### src/rtl/ctrl_tx.sv
// ctrl_tx: AXI4-Lite master that polls UART-Lite status and writes user bytes into its TX FIFO.
module ctrl_tx #(
  parameter logic [3:0] STAT_ADDR   = 4'd8,
  parameter logic [3:0] TX_ADDR     = 4'd4,
  parameter int         TX_FULL_BIT = 3,
  parameter int         POLL_GAP    = 4
) (
  input  logic        clk,
  input  logic        reset,
  input  logic [7:0]  data_in,
  input  logic        data_valid,
  output logic        data_ready,
  output logic        tx_done,
  output logic        tx_err,
  output logic [3:0]  araddr,
  output logic        arvalid,
  input  logic        arready,
  input  logic [31:0] rdata,
  input  logic        rvalid,
  output logic        rready,
  output logic [3:0]  awaddr,
  output logic        awvalid,
  input  logic        awready,
  output logic [31:0] wdata,
  output logic [3:0]  wstrb,
  output logic        wvalid,
  input  logic        wready,
  input  logic [1:0]  bresp,
  input  logic        bvalid,
  output logic        bready
);
  typedef enum logic [2:0] {IDLE, AR, R, WAIT, W, B} state_t;
  localparam logic [7:0] GAP_LD = POLL_GAP == 0 ? 8'd0 : 8'(POLL_GAP - 1);
  state_t     state;
  logic [7:0] byte_q;
  logic [7:0] gap_cnt;
  logic       aw_done;
  logic       w_done;
  logic       aw_fin;
  logic       w_fin;
  logic       unused_rdata;
  // Bus strobes decode straight from state so reset drops them immediately.
  assign data_ready   = state == IDLE;
  assign arvalid      = state == AR;
  assign araddr       = arvalid ? STAT_ADDR : 4'd0;
  assign rready       = state == R;
  assign awvalid      = (state == W) & ~aw_done;
  assign wvalid       = (state == W) & ~w_done;
  assign bready       = state == B;
  assign awaddr       = TX_ADDR;
  assign wdata        = {24'd0, byte_q};
  assign wstrb        = 4'b0001;
  assign aw_fin       = aw_done | (awvalid & awready);
  assign w_fin        = w_done | (wvalid & wready);
  assign unused_rdata = ^rdata;
  always_ff @(posedge clk or posedge reset)
    if (reset) begin
      state   <= IDLE;
      byte_q  <= 8'd0;
      gap_cnt <= 8'd0;
      aw_done <= 1'b0;
      w_done  <= 1'b0;
      tx_done <= 1'b0;
      tx_err  <= 1'b0;
    end else begin
      tx_done <= 1'b0;
      case (state)
        IDLE: if (data_valid) begin
          byte_q <= data_in;
          state  <= AR;
        end
        AR: if (arready) state <= R;
        R: if (rvalid) begin
          gap_cnt <= GAP_LD;
          state   <= rdata[TX_FULL_BIT] ? (POLL_GAP == 0 ? AR : WAIT) : W;
        end
        WAIT: if (gap_cnt == 8'd0) state <= AR;
              else gap_cnt <= gap_cnt - 8'd1;
        W: if (aw_fin & w_fin) begin
          aw_done <= 1'b0;
          w_done  <= 1'b0;
          state   <= B;
        end else begin
          aw_done <= aw_fin;
          w_done  <= w_fin;
        end
        B: if (bvalid) begin
          tx_err  <= bresp != 2'b00;
          tx_done <= 1'b1;
          state   <= IDLE;
        end
        default: state <= IDLE;
      endcase
    end
endmodule

### config.mk
export PLATFORM = sky130hd
export DESIGN_NAME = ctrl_tx
export DESIGN_NICKNAME = d
export VERILOG_FILES = /design/src/rtl/ctrl_tx.sv
export SDC_FILE = /design/constraint.sdc
export NUM_CORES = 1
export LEC_CHECK = 0
export CAP_MARGIN = 30
export CORE_MARGIN = 5
export CORE_UTILIZATION = 39
export CTS_CLUSTER_DIAMETER = 50
export DETAILED_ROUTE_END_ITERATION = 8
export PLACE_DENSITY = 0.86
export SYNTH_ARGS = -nofsm -noshare
export SYNTH_HDL_FRONTEND = slang
export SYNTH_SLANG_ARGS = --single-unit
### constraint.sdc
create_clock -name clk -period 3.3 [get_ports clk]
set_input_delay 0.66 -clock clk [delete_from_list [all_inputs] [get_ports clk]]
set_output_delay 0.66 -clock clk [all_outputs]
set_load 0.05 [all_outputs]
# After elaboration in Yosys (flattened, before gate mapping)
# Cells that the tools add are included.
dict set report classes {
  multipliers 0
  muxes 16
  n_reduce_logical 8
  bitwise_logic 9
  shifts 0
  addsub 1
  div 0
  n_eq_ne 12
  n_lt_le_gt_ge 0
}
# op count
set ops {}
lappend ops {{$mux W3} 7}
lappend ops {{$pmux W3 S6} 1}
lappend ops {{$mux W8} 2}
lappend ops {{$pmux W8 S2} 1}
lappend ops {{$ne A2 B2 Y1 const B} 5}
lappend ops {{$logic_not A8 Y1} 1}
lappend ops {{$sub A8 B1 Y8 const B} 1}
lappend ops {{$eq A3 B2 Y1 const B} 2}
lappend ops {{$eq A3 B3 Y1 const B} 2}
lappend ops {{$reduce_and A6 Y1} 1}
lappend ops {{$and A1 B1 Y1} 5}
lappend ops {{$mux W1} 4}
lappend ops {{$mux W4} 1}
lappend ops {{$ne A2 B1 Y1 const B} 2}
lappend ops {{$reduce_and A2 Y1} 2}
lappend ops {{$reduce_bool A2 Y1} 2}
lappend ops {{$eq A3 B1 Y1 const B} 1}
lappend ops {{$logic_not A3 Y1} 1}
lappend ops {{$reduce_and A3 Y1} 1}
lappend ops {{$not A1 Y1} 2}
lappend ops {{$or A1 B1 Y1} 2}
dict set report totals {
  mem_bits_rw 0
  n_memories 0
  latch_bits 0
  register_bits 23
  rom_bits 0
}

# Depth between registers and ports, before layout
# Gate-level depths: netlist (run 1).
dict set report depth {
  ltp_word 7
  mapped_depth 6
  mapped_depth_nobuf 6
}

# Least setup slack after synthesis (run 1)
# Ideal clock, no wire load.
dict set report synth_timing {
  path_type {register to output}
  start {register state[1]}
  end {output araddr[3]}
  stages_incl_launch_ff 5
  slack_ns 0.296
  n_path_buf 3
  arrival_time_ns 2.344
  required_time_ns 2.640
  path_cell_list {dfrtp_1 -> buf_4 -> buf_2 -> nor3b_1 -> buf_4}
}
dict set report synth_between {
  elab_chain_cells 2
}
# element line
set synth_lines {}
lappend synth_lines {{start, declared} 34} ;# state_t state;
lappend synth_lines {{start signal, assigned} 75} ;# state <= rdata[TX_FULL_BIT] ? (POLL_GAP == 0 ? AR : WAIT) : W;
lappend synth_lines {{$eq A3 B1 Y1} 44} ;# assign arvalid = state == AR;
lappend synth_lines {{net arvalid} 16} ;# output logic arvalid,
lappend synth_lines {{$mux W4} 45} ;# assign araddr = arvalid ? STAT_ADDR : 4'd0;
lappend synth_lines {{end, declared} 15} ;# output logic [3:0] araddr,
# The timed path passes the listed nets, and every way through them passes these cells.

# Worst setup path after layout (run 1)
dict set report layout_timing {
  start {register state[0]}
  end {output araddr[3]}
}
dict set report layout_between {
  elab_chain_cells 2
}
# element line
set layout_lines {}
lappend layout_lines {{$eq A3 B1 Y1} 44}
lappend layout_lines {{$mux W4} 45}
# No other way between the ends.

==> key figures, run 1 <==
Yosys
  – Yosys warns: 0
  – Count of state elements after synthesis: 23
  – Gate Count Post-Synth: between 150 and 200
  – Share of synthesized area occupied by flip-flops and latches: ~37%
  – Count of unique library cells instantiated by Yosys: 39
  – Post-synthesis area per instance: 9.56 um2
  – Post-synth design cell area: approximately 0.0015 mm2

Critical path
  – Start of the worst register-to-register path: state[1]
  – Crit-path max FO: 16
  – Critical Path Slowest Stage Cell: sky130_fd_sc_hd__clkdlybuf4s50_1
  – Cell Chain, Critical Path: nor3b_1 -> clkdlybuf4s50_1
  – Worst EP arrival: approximately 2.2 ns
  – Register-to-register setup slack: roughly 1.5 ns
  – Crit path largest cell delay: slightly below 0.9 ns
  – Number of cell instances on the worst register-to-register path: 4
  – Kind of critical path: reg2out
  – Startpoint kind of the worst setup timing path: flip-flop
  – Buf+Inv Stages, Crit Path: 1
  – CP top delay family: buffers and inverters
  – Reg2reg end: gap_cnt[5]
  – Required time worst endpoint: 2.64 ns
  – Crit end category: output port

Detailed routing
  – Final ANT Viol Nets: 0
  – Final wirelength: 2920 um
  – # DRC: 0
  – Avg WL per Cell: approximately 12 um
  – Mean number of vias per cell: 4.62
  – Via count of the routed design: 1105
  – First-iteration detailed-routing DRC count: 42
  – DR pass1 iterations: 4

Pwr
  – Static leakage power: around 0.82 nW
  – Highest ir drop seen on vdd: between 0.0005 and 0.0006 V
  – Power Density: between 900 and 1000 mW/mm2

CTS
  – Number of buffers created by CTS: 3
  – Clock tree from TritonCTS: built
  – Number of buffers added for setup after CTS: 0
  – Number of sinks on the clock net: 23
  – Cells resized by post-CTS repair: 0
  – H-tree level count: 1
  – Later-pin clock latency in the skew report: 0.26 ns
  – Number of buffers on the longest clock path: 2
  – Clock transition time at the flip-flop clock pins of the worst setup and hold paths: about 0.07 ns
  – Clk Tree Root Cell: sky130_fd_sc_hd__clkbuf_8
  – Number of hold buffers added after cts: 0

Cells and area
  – Count of fill cells added during filler insertion: 391
  – Diodes inserted: 0
  – Layout Cells excl Fill: approximately 240
  – Share of cells above drive strength 1: 10.5%
  – Area overhead of the layout relative to synthesis: 17.8%
  – Layout net count: approximately 240
  – Leading cell types in the layout, fill and taps excluded: sky130_fd_sc_hd__conb_1, sky130_fd_sc_hd__clkdlybuf4s50_1, sky130_fd_sc_hd__dfrtp_1

Die
  – Full die area: 0.00530 mm2
  – Floorplan die height: 72.8 um
  – Core region area: roughly 0.0037 mm2
  – Starting density of the core: between 40% and 50%
  – I/O pin cnt: approximately 100
  – Number of rows in the core area: 22
  – Overall die width: between 70 and 80 um

Placed design
  – HPWL after DPL: around 2300 um
  – Number of placed cells counting well taps: 235
  – Quantity of I/O buffers inserted on ports: 35
  – Routability congestion estimate: around 0.80

GRT
  – Total gr overflow: 0
  – Global-route wire length before repair: 4570 um
  – Antenna violations before repair: 0
  – Number of global-route vias before repair: approximately 1000
  – Maximum number of pins on one net before global-route repair: 24
  – Total Routing Usage GR: between 10% and 20%

Hold path
  – Worst hold path depth: 2
  – Worst Hold Launch: tx_err
  – Worst hold path endpoint: tx_err
  – Path class of the lowest-slack min-delay path: reg2reg

Job
  – Max Cap Viol: 0

STA
  – Max-slew violation count: 0
  – Worst setup skew after layout: between 0.0006 and 0.0007 ns
  – Rel. slew slack: approximately 44%
  – Setup total negative slack: 0 ns
  – Shortest clock period the worst path allows after layout: 2.87 ns
  – Number of hold violations in the final report: 0
  – Final period utilization: between 80% and 90%
  – RSZ-0062 raised after global routing: no
  – Maximum clock frequency: 0.349 GHz
  – Measured slew at the worst slew-check pin: about 0.83 ns
  – Finish-stage setup viols: 0

Status
  – Result of the run: finished clean
[report_power, final]
part           internal [mW]  leakage [nW]  total (mW)  switching [mW]
Clock                 0.0861        0.0228       0.168          0.0818
Combinational          0.390         0.511        1.05           0.664
Sequential             0.405         0.286       0.562           0.157
Total                  0.881         0.820        1.78           0.903
[worst register-to-register path, cell delays in order (launching register included)]
cell and delay [ns]:
sky130_fd_sc_hd__dfrtp_1 0.64, sky130_fd_sc_hd__and3b_1 0.40, sky130_fd_sc_hd__o211ai_4 0.13, sky130_fd_sc_hd__or4_1 0.43, sky130_fd_sc_hd__a21oi_2 0.14
[state kept, by name, summed over array words and instances, names as in the netlist]
name	flops
byte_q	8
aw_done	1
tx_done	1
state	3
w_done	1
gap_cnt	8
tx_err	1
[metrics by stage]
stage          instance area, um2  hold slack (ns)  power [mW]  worst slack (ns)  utilization, %
2_1_floorplan                1660            0.487        1.41             0.296               -
3_3_place_gp                 1770            0.462        1.59             0.752            47.2
3_5_place_dp                 1770            0.472        1.62             0.728            47.2
4_1_cts                      1810            0.490        1.80             0.406            48.4
5_1_grt                      1810            0.512        1.90             0.268            48.4
6_report                     1810            0.485        1.78             0.434            48.4
[metal layers]
| metal | part of all wire [%] | track usage [%] | routed length (um) |
|---|---|---|---|
| met1 | 40 | 13.1 | 1170 |
| met2 | 50 | 17.9 | 1450 |
| met3 | 9.9 | 3.31 | 288 |
| met4 | 0.38 | 4.30 | 11 |
| met5 | 0 | 0 | 0 |
[kinds of logic (layout without fill, tap and decap cells)]
| logic type | Yosys count | in the layout | share of synthesized area (%) |
|---|---|---|---|
| AO/OA/AOI/OAI | 26 | 26 | 12.1 |
| buffers and inverters | 48 | 45 | 21.5 |
| AND/OR/NAND/NOR | 48 | 48 | 18.6 |
| adder cells (fa/ha/maj) | 2 | 2 | 1.63 |
| multiplexers | 9 | 9 | 6.50 |
| other | 2 | 35 | 0.488 |
| flip-flops | 23 | 23 | 37.4 |
| XOR/XNOR | 3 | 3 | 1.71 |
[how the worst max path moves through the flow]
stage | cells after the start | slack, ns | to | start
6_report | 2 | 0.43 | araddr[3] | state[0]
5_1_grt | 2 | 0.27 | araddr[3] | state[0]
4_1_cts | 2 | 0.41 | araddr[3] | state[0]
3_5_place_dp | 2 | 0.73 | araddr[3] | state[0]
3_3_place_gp | 2 | 0.75 | arvalid | state[0]
2_1_floorplan | 4 | 0.30 | araddr[3] | state[1]
[synthesized netlist by cell type]
cell | number | area, um2
sky130_fd_sc_hd__o21ai_0 | 7 | 35.0
sky130_fd_sc_hd__o31a_1 | 1 | 8.76
sky130_fd_sc_hd__nor3b_1 | 5 | 37.5
sky130_fd_sc_hd__a22oi_1 | 1 | 7.51
sky130_fd_sc_hd__nand3b_1 | 2 | 15.0
sky130_fd_sc_hd__buf_2 | 4 | 20.0
sky130_fd_sc_hd__mux2_2 | 8 | 90.1
sky130_fd_sc_hd__and3b_1 | 2 | 17.5
sky130_fd_sc_hd__nor4b_1 | 1 | 8.76
sky130_fd_sc_hd__nor4bb_1 | 1 | 10.0
sky130_fd_sc_hd__buf_4 | 39 | 293
sky130_fd_sc_hd__conb_1 | 2 | 7.51
sky130_fd_sc_hd__nor2b_1 | 3 | 18.8
sky130_fd_sc_hd__nand2_1 | 5 | 18.8
sky130_fd_sc_hd__a2111oi_2 | 2 | 30.0
sky130_fd_sc_hd__a211o_1 | 1 | 8.76
sky130_fd_sc_hd__o22ai_1 | 1 | 6.26
sky130_fd_sc_hd__nand3b_2 | 1 | 11.3
sky130_fd_sc_hd__o211ai_1 | 1 | 7.51
sky130_fd_sc_hd__a21oi_2 | 1 | 8.76
sky130_fd_sc_hd__or4_4 | 1 | 11.3
sky130_fd_sc_hd__nor4_2 | 1 | 12.5
sky130_fd_sc_hd__nand2b_1 | 1 | 6.26
sky130_fd_sc_hd__o31ai_1 | 1 | 7.51
sky130_fd_sc_hd__and2_1 | 1 | 6.26
sky130_fd_sc_hd__ha_1 | 2 | 25.0
sky130_fd_sc_hd__dfrtp_1 | 23 | 576
sky130_fd_sc_hd__mux2i_1 | 1 | 10.0
sky130_fd_sc_hd__inv_1 | 5 | 18.8
sky130_fd_sc_hd__nor3_1 | 3 | 15.0
sky130_fd_sc_hd__nor2_1 | 16 | 60.1
sky130_fd_sc_hd__nand4_1 | 2 | 12.5
sky130_fd_sc_hd__or4_1 | 1 | 7.51
sky130_fd_sc_hd__xnor2_1 | 1 | 8.76
sky130_fd_sc_hd__o211ai_4 | 1 | 21.3
sky130_fd_sc_hd__or2b_1 | 1 | 7.51
sky130_fd_sc_hd__nor3_2 | 1 | 10.0
sky130_fd_sc_hd__xor2_1 | 2 | 17.5
sky130_fd_sc_hd__a21oi_1 | 9 | 45.0
[layout make-up]
type	instances	area [um2]	area share, %
Sequential cell	23	576	31.7
Inverter	5	18.8	1.04
Timing Repair Buffer	36	358	19.7
Multi-Input combinational cell	123	756	41.7
Clock buffer	4	45.0	2.48
Tap cell	48	60.1	3.31
(Power assumes the default switching activity.)
==> run 2, diff against run 1 <==
--- a/config.mk
+++ b/config.mk
@@ -6,11 +6,13 @@
 export NUM_CORES = 1
 export LEC_CHECK = 0
 export CAP_MARGIN = 30
+export CORE_ASPECT_RATIO = 1.4
 export CORE_MARGIN = 5
-export CORE_UTILIZATION = 39
+export CORE_UTILIZATION = 24
+export CTS_BUF_LIST = sky130_fd_sc_hd__clkbuf_2
 export CTS_CLUSTER_DIAMETER = 50
 export DETAILED_ROUTE_END_ITERATION = 8
-export PLACE_DENSITY = 0.86
+export PLACE_DENSITY = 0.58
 export SYNTH_ARGS = -nofsm -noshare
 export SYNTH_HDL_FRONTEND = slang
 export SYNTH_SLANG_ARGS = --single-unit
==> run 2 against run 1 <==
Critical path depth unchanged. Final cell count up 10%. Global-route usage down 3.7 points. Clock power down 32%. Critical endpoint unchanged. Largest cell class unchanged.
==> key figures, run 2 (synthesis gave the netlist of run 1 again) <==
Critical path
  – CP top delay family: buffers and inverters (unchanged)
  – Register-to-register setup slack: 1.50 ns (was 1.49 ns)
  – Critical path capture point: araddr[3] (unchanged)
  – Startpoint kind of the worst setup timing path: flip-flop (unchanged)
  – Cell Chain, Critical Path: nor3b_1 -> clkdlybuf4s50_1 (unchanged)
  – Start of the worst register-to-register path: state[0] (was state[1])
  – Required time worst endpoint: 2.64 ns (about the same)
  – Number of cell instances on the worst register-to-register path: 3 (was 4)
  – Crit-path max FO: 16 (unchanged)
  – Buf+Inv Stages, Crit Path: 1 (unchanged)
  – Worst EP arrival: 2.34 ns (was 2.21 ns)
  – Stages on the worst setup path: 2 (unchanged)
  – Crit path largest cell delay: 0.90 ns (was 0.89 ns)
  – Reg2reg end: byte_q[2] (was gap_cnt[5])
  – Launch point of the worst path: state[0] (unchanged)
  – Critical Path Slowest Stage Cell: sky130_fd_sc_hd__clkdlybuf4s50_1 (unchanged)
  – Kind of critical path: reg2out (unchanged)
  – Crit end category: output port (unchanged)

Hold path
  – Path class of the lowest-slack min-delay path: reg2reg (unchanged)
  – Worst hold path depth: 2 (unchanged)

Die
  – Starting density of the core: 24.8% (was 41.1%)
  – Core region area: 0.00621 mm2 (was 0.00374 mm2)
  – Overall die width: 77.7 um (was 72.8 um)
  – Floorplan die height: 105 um (was 72.8 um)
  – Number of rows in the core area: 34 (was 22)
  – I/O pin cnt: 102 (unchanged)
  – Full die area: 0.00814 mm2 (was 0.00530 mm2)

Pwr
  – Highest ir drop seen on vdd: 0.000341 V (was 0.000566 V)
  – Power Density: 946 mW/mm2 (was 984 mW/mm2)
  – Sequential cell fraction of total power: 32.3% (was 31.5%)
  – Power after layout: 1.72 mW (was 1.78 mW)
  – Share of total power in combinational logic: 61.0% (was 59.1%)
  – Fraction of power spent switching nets: 52.3% (was 50.6%)
  – Cell Int Power: 0.820 mW (was 0.881 mW)
  – Clock network fraction of design power: 6.7% (was 9.4%)
  – Static leakage power: 0.813 nW (was 0.820 nW)
  – Psw: 0.900 mW (was 0.903 mW)

STA
  – Finish-stage setup viols: 0 (unchanged)
  – Worst setup skew after layout: 0.00498 ns (was 0.000672 ns)
  – RSZ-0062 raised after global routing: no (unchanged)
  – Setup total negative slack: 0 ns (unchanged)
  – Measured slew at the worst slew-check pin: 0.859 ns (was 0.832 ns)
  – Max-slew violation count: 0 (unchanged)
  – Shortest clock period the worst path allows after layout: 3.00 ns (was 2.87 ns)
  – Rel. slew slack: 42.7% (was 44.5%)
  – Maximum clock frequency: 0.333 GHz (was 0.349 GHz)
  – Worst hold margin: 0.513 ns (was 0.485 ns)
  – Final period utilization: 91.0% (was 86.9%)
  – Number of hold violations in the final report: 0 (unchanged)

Cells and area
  – Diodes inserted: 0 (unchanged)
  – Largest regs: byte_q x8, gap_cnt x8, state x3 (unchanged)
  – Total area of multi-input combinational cells: 756 um2 (unchanged)
  – Count of fill cells added during filler insertion: 674 (was 391)
  – Area overhead of the layout relative to synthesis: 18.1% (was 17.8%)
  – Leading cell types in the layout, fill and taps excluded: sky130_fd_sc_hd__conb_1, sky130_fd_sc_hd__clkdlybuf4s50_1, sky130_fd_sc_hd__dfrtp_1 (unchanged)
  – Layout net count: 244 (unchanged)
  – Area taken by flip-flops and latches: 576 um2 (unchanged)
  – Share of cells above drive strength 1: 11.0% (was 10.5%)
  – Layout Cells excl Fill: 263 (was 239)

Detailed routing
  – First-iteration detailed-routing DRC count: 11 (was 42)
  – # DRC: 0 (unchanged)
  – Avg WL per Cell: 11.2 um (was 12.2 um)
  – Via count of the routed design: 1123 (was 1105)
  – Final wirelength: 2950 um (was 2920 um)
  – Mean number of vias per cell: 4.27 (was 4.62)
  – DR pass1 iterations: 4 (unchanged)
  – Final ANT Viol Nets: 0 (unchanged)

Status
  – Result of the run: finished clean (unchanged)

CTS
  – Number of buffers on the longest clock path: 2 (unchanged)
  – Clock tree from TritonCTS: built (unchanged)
  – Clk Tree Root Cell: sky130_fd_sc_hd__clkbuf_2 (was sky130_fd_sc_hd__clkbuf_8)
  – Cells resized by post-CTS repair: 0 (unchanged)
  – Number of hold buffers added after cts: 0 (unchanged)
  – Number of buffers created by CTS: 3 (unchanged)
  – Later-pin clock latency in the skew report: 0.33 ns (was 0.26 ns)
  – H-tree level count: 1 (unchanged)
  – Number of buffers added for setup after CTS: 0 (unchanged)
  – Number of sinks on the clock net: 23 (unchanged)
  – Clock transition time at the flip-flop clock pins of the worst setup and hold paths: 0.22 ns (was 0.07 ns)

GRT
  – Maximum number of pins on one net before global-route repair: 24 (unchanged)
  – Total Routing Usage GR: 7.12% (was 10.8%)
  – Global-route wire length before repair: 4770 um (was 4570 um)
  – Antenna violations before repair: 0 (unchanged)
  – Total gr overflow: 0 (unchanged)
  – Number of global-route vias before repair: 1041 (was 1021)

Placed design
  – HPWL after DPL: 2300 um (was 2270 um)
  – Number of placed cells counting well taps: 259 (was 235)
  – Routability congestion estimate: 0.785 (was 0.797)
  – Quantity of I/O buffers inserted on ports: 35 (unchanged)

Job
  – Max Cap Viol: 0 (unchanged)
[run 2: per-stage QoR]
stage	worst slack, ns	utilization, %	area, um2
after floorplan	0.296	-	1660
after detailed placement	0.690	28.9	1800
final	0.298	29.3	1820
after global placement	0.745	28.9	1800
after CTS	0.238	29.3	1820
after global routing	0.116	29.3	1820
[run 2: how the worst min path moves through the flow]
stage / from / endpoint / slack (ns)
6_report: tx_err / tx_err / 0.51
5_1_grt: byte_q[1] / byte_q[1] / 0.56
4_1_cts: tx_err / tx_err / 0.52
3_5_place_dp: tx_err / tx_err / 0.47
3_3_place_gp: tx_err / tx_err / 0.47
2_1_floorplan: gap_cnt[0] / gap_cnt[0] / 0.49
[run 2: tightest hold or removal path, stage by stage, from the launching register on]
cell                      delay (ns)
sky130_fd_sc_hd__dfrtp_1        0.39
sky130_fd_sc_hd__nand2_1        0.04
sky130_fd_sc_hd__o21ai_0        0.06
[run 2: routing by layer]
layer,routed length (um),track usage (%),share of wire [%]
met1,1260,8.52,43
met2,1290,11.1,44
met3,344,2.50,12
met4,59,3.69,2.0
met5,0,0,0
[run 2: power by group through the flow]
stage,Clock [mW],Combinational [mW],Sequential [mW]
floorplan,0,0.713,0.696
global placement,0,1.05,0.560
detailed placement,0,1.06,0.563
CTS,0.125,1.06,0.557
global route,0.138,1.13,0.581
finish,0.115,1.05,0.555
[run 2: final cells by class]
| type | count | area share, % |
|---|---|---|
| multi-input combinational | 123 | 41.6 |
| sequential | 23 | 31.7 |
| timing repair buffer | 36 | 19.7 |
| tap | 72 | 4.96 |
| inverter | 5 | 1.03 |
| clock buffer | 3 | 0.826 |
| clock inverter | 1 | 0.275 |
==> run 3, diff against run 2 <==
--- a/config.mk
+++ b/config.mk
@@ -8,11 +8,11 @@
 export CAP_MARGIN = 30
 export CORE_ASPECT_RATIO = 1.4
 export CORE_MARGIN = 5
-export CORE_UTILIZATION = 24
+export CORE_UTILIZATION = 33
 export CTS_BUF_LIST = sky130_fd_sc_hd__clkbuf_2
 export CTS_CLUSTER_DIAMETER = 50
 export DETAILED_ROUTE_END_ITERATION = 8
-export PLACE_DENSITY = 0.58
+export PLACE_DENSITY = 0.78
 export SYNTH_ARGS = -nofsm -noshare
 export SYNTH_HDL_FRONTEND = slang
 export SYNTH_SLANG_ARGS = --single-unit
==> constraint.sdc (replaced) <==
create_clock -name clk -period 2.6 [get_ports clk]
set_input_delay 0.52 -clock clk [delete_from_list [all_inputs] [get_ports clk]]
set_output_delay 0.52 -clock clk [all_outputs]
set_load 0.05 [all_outputs]
==> run 3 against run 2 <==
Setup slack lost 0.093 ns. Sequential share of layout area fell by 0.17 points. Power up 29%. Sequential power grew 15%. Via count is 1.6% higher. First-iteration DRC count is 120% higher. Critical path depth unchanged. Combinational power rose by 37%. Clock skew down 0.0020 ns. Register-to-register slack worse by 0.68 ns.
==> key figures, run 3 (synthesis gave the netlist of run 1 again) <==
Status
  – Result of the run: finished clean (unchanged)

Pwr
  – Power Density: 1220 mW/mm2 (was 946 mW/mm2)
  – Power after layout: 2.23 mW (was 1.72 mW)
  – Highest ir drop seen on vdd: 0.000604 V (was 0.000341 V)
  – Static leakage power: 0.846 nW (was 0.813 nW)

Cells and area
  – Leading cell types in the layout, fill and taps excluded: sky130_fd_sc_hd__conb_1, sky130_fd_sc_hd__clkdlybuf4s50_1, sky130_fd_sc_hd__dfrtp_1 (unchanged)
  – Largest regs: byte_q x8, gap_cnt x8, state x3 (unchanged)
  – Share of the core filled with cells: 40.3% (was 29.3%)
  – Count of fill cells added during filler insertion: 464 (was 674)
  – Share of cells above drive strength 1: 16.4% (was 11.0%)
  – Area overhead of the layout relative to synthesis: 18.8% (was 18.1%)
  – Leading cell type in the layout, fill and taps excluded: sky130_fd_sc_hd__conb_1
  – Area taken by flip-flops and latches: 576 um2 (unchanged)
  – Layout net count: 248 (was 244)
  – Layout Cells excl Fill: 258 (was 263)
  – Total area of multi-input combinational cells: 761 um2 (was 756 um2)

GRT
  – Total Routing Usage GR: 10.3% (was 7.12%)
  – Global-route wire length before repair: 4950 um (was 4770 um)
  – Number of global-route vias before repair: 1116 (was 1041)
  – Total gr overflow: 0 (unchanged)
  – Maximum number of pins on one net before global-route repair: 24 (unchanged)
  – Antenna violations before repair: 1 (was 0)

Die
  – Core region area: 0.00454 mm2 (was 0.00621 mm2)
  – Starting density of the core: 33.9% (was 24.8%)
  – Full die area: 0.00615 mm2 (was 0.00814 mm2)
  – I/O pin cnt: 102 (unchanged)
  – Floorplan die height: 90.8 um (was 105 um)
  – Number of rows in the core area: 29 (was 34)
  – Overall die width: 67.7 um (was 77.7 um)

STA
  – Worst setup skew after layout: 0.00297 ns (was 0.00498 ns)
  – Rel. slew slack: 65.0% (was 42.7%)
  – Shortest clock period the worst path allows after layout: around 2.4 ns
  – Finish-stage setup viols: 0 (unchanged)
  – RSZ-0062 raised after global routing: no (unchanged)
  – Measured slew at the worst slew-check pin: 0.523 ns (was 0.859 ns)
  – Max-slew violation count: 0 (unchanged)
  – Final period utilization: about 92%
  – Maximum clock frequency: 0.418 GHz
  – Number of hold violations in the final report: 0 (unchanged)
  – Setup total negative slack: 0 ns (unchanged)
  – Final setup margin: 0.205 ns (was 0.298 ns)

Detailed routing
  – Final wirelength: 3100 um (was 2950 um)
  – Avg WL per Cell: 12.0 um (was 11.2 um)
  – Final ANT Viol Nets: 0 (unchanged)
  – DR pass1 iterations: 4 (unchanged)
  – First-iteration detailed-routing DRC count: 24 (was 11)
  – # DRC: 0 (unchanged)
  – Via count of the routed design: 1141 (was 1123)
  – Mean number of vias per cell: 4.42 (was 4.27)

Critical path
  – Startpoint kind of the worst setup timing path: flip-flop (unchanged)
  – Start of the worst register-to-register path: state[0] (unchanged)
  – Number of cell instances on the worst register-to-register path: 4 (was 3)
  – Crit-path max FO: 3 (was 16)
  – Kind of critical path: reg2out (unchanged)
  – Required time worst endpoint: 2.08 ns (was 2.64 ns)
  – Launch point of the worst path: state[1] (was state[0])
  – Worst EP arrival: 1.87 ns (was 2.34 ns)
  – Crit end category: output port (unchanged)

CTS
  – Number of hold buffers added after cts: 0 (unchanged)
  – Later-pin clock latency in the skew report: 0.34 ns (was 0.33 ns)
  – Number of buffers on the longest clock path: 2 (unchanged)
  – H-tree level count: 1 (unchanged)
  – Clk Tree Root Cell: sky130_fd_sc_hd__clkbuf_2 (unchanged)
  – Clock tree from TritonCTS: built (unchanged)
  – Clock transition time at the flip-flop clock pins of the worst setup and hold paths: 0.22 ns (about the same)
  – Number of sinks on the clock net: 23 (unchanged)
  – Number of buffers added for setup after CTS: 0 (unchanged)
  – Number of buffers created by CTS: 3 (unchanged)
  – Cells resized by post-CTS repair: 0 (unchanged)

Placed design
  – HPWL after DPL: 2460 um (was 2300 um)
  – Quantity of I/O buffers inserted on ports: 35 (unchanged)
  – Routability congestion estimate: 0.816 (was 0.785)
  – Setup slack after placement: 0.633 ns (was 0.690 ns)
  – Number of placed cells counting well taps: 253 (was 259)

Job
  – Max Cap Viol: 0 (unchanged)

Hold path
  – Path class of the lowest-slack min-delay path: in2async (was reg2reg)
run 3: changes by cell type in the layout (fill, tap and decap cells not counted):
cell                              change
sky130_fd_sc_hd__nor3b_2              +1
sky130_fd_sc_hd__nor3b_1              -1
sky130_fd_sc_hd__clkdlybuf4s50_1      -6
sky130_fd_sc_hd__buf_4               +10
sky130_fd_sc_hd__diode_2              +1
run 3: through the flow:
stage          hold slack [ns]  instance area (um2)
2_1_floorplan            0.487                 1670
3_3_place_gp             0.466                 1810
3_5_place_dp             0.494                 1810
4_1_cts                  0.479                 1830
5_1_grt                  0.466                 1830
6_report                 0.478                 1830
run 3: critical path, stage by stage (launching register included):
cell and delay (ns):
sky130_fd_sc_hd__dfrtp_1 0.44, sky130_fd_sc_hd__and3b_1 0.27, sky130_fd_sc_hd__clkdlybuf4s50_1 0.83
run 3: cell type report:
type                       instances  share of cell area (%)
multi-input combinational        123                    41.6
sequential                        23                    31.5
timing repair buffer              40                    20.4
tap                               62                    4.24
inverter                           5                    1.03
clock buffer                       3                   0.821
clock inverter                     1                   0.274
antenna                            1                   0.137
run 3: per-layer routing:
| metal | track usage [%] | vias to the layer above | part of all wire (%) |
|---|---|---|---|
| met1 | 11.4 | 540 | 37 |
| li1 | - | 546 | - |
| met3 | 1.49 | 4 | 10 |
| met4 | 6.60 | 0 | 2.6 |
| met2 | 17.6 | 51 | 50 |
| met5 | 0 | - | 0 |
run 3: path summary, 6_finish.rpt:
| kind | to | slack, ns |
|---|---|---|
| worst max-delay path | bready | 0.21 |
| worst min-delay path | byte_q[3] | 0.48 |
| worst max register to register | byte_q[7] | 0.82 |
| worst min register to register | byte_q[5] | 0.54 |
| max in group asynchronous | byte_q[6] | 1.90 |
| min in group clk | byte_q[5] | 0.54 |
run 3: where the power goes:
| group | switching, mW | internal [mW] |
|---|---|---|
| logic | 0.925 | 0.514 |
| registers | 0.127 | 0.513 |
| clock network | 0.113 | 0.0349 |
